File: src/rtl/rx_crc_seq.sv
// Receive-side CRC control sequencer: steers the body/tail CRC engines through each frame,
// reports one status pulse per frame and keeps saturating good/bad frame counters.
module rx_crc_seq #(
    parameter int unsigned CNT_WIDTH = 16
) (
    input  logic                 rxclk,
    input  logic                 reset,
    input  logic                 receiving_d2,
    input  logic                 get_terminator,
    input  logic [2:0]           terminator_location,
    input  logic                 crc_match,
    input  logic                 clr_counts,
    output logic                 crc64_en,
    output logic                 capture_en,
    output logic                 crc8_load,
    output logic                 crc8_en,
    output logic [2:0]           byte_sel,
    output logic                 status_valid,
    output logic                 status_good,
    output logic                 status_abort,
    output logic [CNT_WIDTH-1:0] good_cnt,
    output logic [CNT_WIDTH-1:0] bad_cnt
);

    typedef enum logic [2:0] {
        StIdle,
        StBody,
        StTail,
        StCheck,
        StReport
    } state_e;

    state_e               state_q, state_d;
    logic [2:0]           tail_len_q, tail_len_d;
    logic [2:0]           byte_sel_q, byte_sel_d;
    logic                 abort_q, abort_d;
    logic                 good_q, good_d;
    logic                 status_valid_q, status_good_q, status_abort_q;
    logic [CNT_WIDTH-1:0] good_cnt_q, good_cnt_d;
    logic [CNT_WIDTH-1:0] bad_cnt_q, bad_cnt_d;
    logic                 in_frame;

    // Terminators and valid words only matter before the tail has been captured.
    assign in_frame   = (state_q == StIdle) || (state_q == StBody);
    assign crc64_en   = receiving_d2 & ~get_terminator & in_frame;
    assign capture_en = get_terminator & in_frame;
    assign crc8_load  = get_terminator & in_frame;
    assign crc8_en    = (state_q == StTail);
    assign byte_sel   = byte_sel_q;

    assign status_valid = status_valid_q;
    assign status_good  = status_good_q;
    assign status_abort = status_abort_q;
    assign good_cnt     = good_cnt_q;
    assign bad_cnt      = bad_cnt_q;

    always_comb begin
        state_d    = state_q;
        tail_len_d = tail_len_q;
        byte_sel_d = byte_sel_q;
        abort_d    = abort_q;
        good_d     = good_q;
        good_cnt_d = good_cnt_q;
        bad_cnt_d  = bad_cnt_q;

        unique case (state_q)
            StIdle: begin
                if (get_terminator) begin
                    tail_len_d = terminator_location;
                    byte_sel_d = 3'd0;
                    state_d    = (terminator_location != 3'd0) ? StTail : StCheck;
                end else if (receiving_d2) begin
                    state_d = StBody;
                end
            end
            StBody: begin
                if (get_terminator) begin
                    tail_len_d = terminator_location;
                    byte_sel_d = 3'd0;
                    state_d    = (terminator_location != 3'd0) ? StTail : StCheck;
                end else if (!receiving_d2) begin
                    abort_d = 1'b1;
                    state_d = StReport;
                end
            end
            StTail: begin
                if (byte_sel_q == tail_len_q - 3'd1) begin
                    byte_sel_d = 3'd0;
                    state_d    = StCheck;
                end else begin
                    byte_sel_d = byte_sel_q + 3'd1;
                end
            end
            StCheck: begin
                good_d  = crc_match;
                state_d = StReport;
            end
            StReport: begin
                if (good_q && !abort_q) begin
                    if (good_cnt_q != '1) good_cnt_d = good_cnt_q + CNT_WIDTH'(1);
                end else begin
                    if (bad_cnt_q != '1) bad_cnt_d = bad_cnt_q + CNT_WIDTH'(1);
                end
                abort_d = 1'b0;
                good_d  = 1'b0;
                state_d = StIdle;
            end
            default: state_d = StIdle;
        endcase

        // Clear wins over an increment in the same cycle.
        if (clr_counts) begin
            good_cnt_d = '0;
            bad_cnt_d  = '0;
        end
    end

    always_ff @(posedge rxclk or posedge reset) begin
        if (reset) begin
            state_q        <= StIdle;
            tail_len_q     <= 3'd0;
            byte_sel_q     <= 3'd0;
            abort_q        <= 1'b0;
            good_q         <= 1'b0;
            status_valid_q <= 1'b0;
            status_good_q  <= 1'b0;
            status_abort_q <= 1'b0;
            good_cnt_q     <= '0;
            bad_cnt_q      <= '0;
        end else begin
            state_q        <= state_d;
            tail_len_q     <= tail_len_d;
            byte_sel_q     <= byte_sel_d;
            abort_q        <= abort_d;
            good_q         <= good_d;
            // Status registers line up with the REPORT cycle itself.
            status_valid_q <= (state_d == StReport);
            status_good_q  <= (state_d == StReport) & good_d & ~abort_d;
            status_abort_q <= (state_d == StReport) & abort_d;
            good_cnt_q     <= good_cnt_d;
            bad_cnt_q      <= bad_cnt_d;
        end
    end

endmodule
File: config.mk
export PLATFORM = sky130hd
export DESIGN_NAME = rx_crc_seq
export DESIGN_NICKNAME = d
export VERILOG_FILES = /design/src/rtl/rx_crc_seq.sv
export SDC_FILE = /design/constraint.sdc
export NUM_CORES = 1
export LEC_CHECK = 0
export CAP_MARGIN = 20
export CORE_AREA = 4 4 61 105
export CTS_CLUSTER_DIAMETER = 30
export CTS_CLUSTER_SIZE = 10
export DETAILED_ROUTE_END_ITERATION = 10
export DIE_AREA = 0 0 65 109
export PLACE_DENSITY = 0.85
export SLEW_MARGIN = 25
export SYNTH_ARGS = -nofsm -noshare
export SYNTH_HDL_FRONTEND = slang
export SYNTH_SLANG_ARGS = --single-unit
export TNS_END_PERCENT = 100
File: constraint.sdc
create_clock -name rxclk -period 1.9 [get_ports rxclk]
set_input_delay 0.38 -clock rxclk [delete_from_list [all_inputs] [get_ports rxclk]]
set_output_delay 0.38 -clock rxclk [all_outputs]
set_load 0.01 [all_outputs]
==> out/results.txt <==
status -> completed
RSZ-0062 raised after global routing -> yes
syn avg cell area -> 9.50 um^2
Seq pwr share -> 42.1%
Post-Layout Cell Count -> 422
Critical Path Fanout Max -> 2
leakage -> 1.40 nW
f_max -> 528 MHz
top_reg_cell synth -> dfrtp_1
synth warn -> 0
antenna-violating nets left -> 0
placed cell count -> 409
drt initial violations -> 147
I/O Pins -> 51
dpl ws -> -312 ps
Netlist Area Pre-Place -> 0.00255 mm^2
Die Ht -> 109 um
cells after synthesis -> 269
Worst-Margin Slew -> 483 ps
CTS Sinks -> 46
residual overflow from global routing -> 0
final setup violation count -> 0
Post-synth EDFFs -> 0
fin nets -> 358
CTS clk-pin slew, worst paths -> 90 ps
Gate power share -> 32.4%
WP data required -> 1520 ps
Hold-fix buffers, CTS -> 0
DRC Markers -> 0
via-per-instance ratio -> 5.80
clock share of power -> 25.6%
switching part of the total -> 31.4%
Worst Setup Start Kind -> input port
largest net degree at the start of global routing -> 47
Final Critical Period -> 1890 ps
P per Cell Area -> 804 mW/mm^2
Syn Nets -> 282
Core Box Area -> 0.00554 mm^2
R2R Path End -> bad_cnt[12]$_DFFE_PP0P_
register area share after synthesis -> 45.1%
# rows -> 36
full die area -> 0.00709 mm^2
# Max-Cap Violations -> 0
WS Path Type -> input port to output pin
Worst Setup End Kind -> output pin
Slew Viols, Final -> 0
Initial Utilization -> 46.1%
routed length per instance -> 15.4 um
first-pass GRT wire length -> 10400 um
Int Pwr -> 1.94 mW
Post-DP Area -> 0.00330 mm^2
Arr. time, crit path -> 1510 ps
R2R Setup Slk -> 50 ps
setup slack after layout -> 6.46 ps
Skew-Pair Late Insertion Delay -> 300 ps
CTS root buf -> clkbuf_8
Die Wd -> 65 um
fraction of layout cells with a size suffix above 1 -> 17.9%
reg-to-reg startpoint -> state_q[0]$_DFF_PP0_
FF+latch count, synth -> 46
via count -> 2446
Synth async-reset ratio -> 100%
antenna violations before repair -> 0
DRT Wirelength -> 6500 um
Max-slew headroom -> 67.6%
global placement routability congestion -> 0.809
R2R cell count -> 4
H-tree depth -> 2
hold crit path type -> input port to asynchronous set/reset pin
library cells used by synthesis -> 40
maximum root-to-sink buffer count -> 2
skew final -> 2.43 ps
first-pass iteration count of the detailed router -> 5
ant diodes -> 0
DP HPWL -> 4460 um
Peak supply drop -> 0.000683 V
# port buffers -> 50
vias in the first global route -> 2353
CTS tree -> built
fill count -> 446
switching power -> 0.888 mW
TritonCTS Buffers -> 5
All-Layer GR Usage -> 18.3%
Area Overhead vs Synth -> 38.0%
Fin. Hold Viols -> 0
fin area -> 0.00353 mm^2
Final Cycle Share -> 99.7%
Critical Path End -> crc64_en
Crit. Startpoint -> receiving_d2
routing by layer:
metal / wire, um / up-vias / global-route usage, %
li1: - / 1162 / -
met1: 2340 / 1184 / 19.8
met2: 3650 / 89 / 34.6
met3: 384 / 11 / 4.23
met4: 114 / 0 / 5.60
met5: 0 / - / 0
cells in the mapped netlist, types with 4 or more instances:
cell type / number / share of area (%)
nand3_1: 12 / 2.4
or3_1: 5 / 1.2
or4_1: 14 / 4.1
o21ai_0: 12 / 2.4
nor3b_1: 5 / 1.5
dfrtp_1: 46 / 45
nor4_1: 7 / 1.7
inv_1: 14 / 2.1
nand4_1: 10 / 2.4
nand2_1: 21 / 3.1
a21oi_1: 21 / 4.1
nor2b_1: 10 / 2.4
o31ai_1: 14 / 4.1
nor2_1: 17 / 2.5
ha_1: 4 / 2.0
clkbuf_1: 5 / 0.73
mux2_2: 8 / 3.5
nor4b_1: 5 / 1.7
stage by stage:
step | utilization, % | TNS [ps] | total power, mW | hold slack [ps]
2_1_floorplan | - | -450 | 1.76 | 497
3_3_place_gp | 59.6 | -721 | 2.06 | 522
3_5_place_dp | 59.6 | -944 | 2.09 | 524
4_1_cts | 61.7 | 0 | 2.80 | 437
5_1_grt | 63.6 | -807 | 3.00 | 446
6_report | 63.6 | 0 | 2.83 | 424
placed cells by master, fill, tap and decap left out, types with 12 or more instances in the layout:
cell | netlist | final
clkdlybuf4s50_1 | 0 | 46
a21oi_1 | 21 | 20
buf_4 | 1 | 27
inv_1 | 14 | 13
o21ai_0 | 12 | 12
nor2_1 | 17 | 17
o31ai_1 | 14 | 14
nand3_1 | 12 | 12
dfrtp_1 | 46 | 46
or4_1 | 14 | 13
nand2_1 | 21 | 20
layout make-up:
cell class                      instances  area [um^2]  share of cell area, %
Multi-Input combinational cell        199         1380                   39.1
Sequential cell                        46         1150                   32.6
Timing Repair Buffer                   79          737                   20.9
Tap cell                               76         95.1                   2.70
Clock buffer                            6         72.6                   2.06
Inverter                               14         52.6                   1.49
Clock inverter                          2         37.5                   1.06
sequential cells by signal, indices dropped and copies added, names as in the netlist:
signal,count
status_valid,1
tail_len_q,3
byte_sel,3
good_q,1
good_cnt,16
status_good,1
abort_q,1
bad_cnt,16
status_abort,1
state_q,3
cell families after synthesis:
kind of cell | Yosys count | synth area share [%]
AO/OA/AOI/OAI | 62 | 15.2
XOR/XNOR | 3 | 1.57
adder cells (fa/ha/maj) | 4 | 1.96
buffers and inverters | 24 | 4.36
flip-flops | 46 | 45.1
multiplexers | 11 | 4.70
AND/OR/NAND/NOR | 119 | 27.1
worst min-delay path by stage:
stage	startpoint	end	depth (start not counted)
6_report	reset	good_cnt[4]$_DFFE_PP0P_	3
4_1_cts	reset	good_cnt[4]$_DFFE_PP0P_	3
3_5_place_dp	byte_sel[2]$_DFFE_PP0P_	byte_sel[2]$_DFFE_PP0P_	1
2_1_floorplan	terminator_location[0]	tail_len_q[0]$_DFFE_PP0P_	2
3_3_place_gp	byte_sel[2]$_DFFE_PP0P_	byte_sel[2]$_DFFE_PP0P_	1
5_1_grt	reset	good_cnt[4]$_DFFE_PP0P_	3
power groups by stage:
stage | registers, mW | clock network [mW] | logic (mW)
6_report | 1.19 | 0.725 | 0.917
5_1_grt | 1.21 | 0.777 | 1.01
4_1_cts | 1.19 | 0.740 | 0.870
3_5_place_dp | 1.21 | 0 | 0.879
3_3_place_gp | 1.21 | 0 | 0.848
2_1_floorplan | 1.21 | 0 | 0.551
critical path, cell delays in order:
cell and delay [ps]:
clkdlybuf4s50_1 480, nor2b_1 180, nor3b_2 210, clkdlybuf4s15_1 270
timing repair:
item / 4_1_cts / 5_1_grt
setup buffers: 0 / 5
endpoints found under the setup margin: 6 / 22
gates resized for setup: 6 / 17
pin swaps: 0 / 1
(Power assumes the default switching activity.)
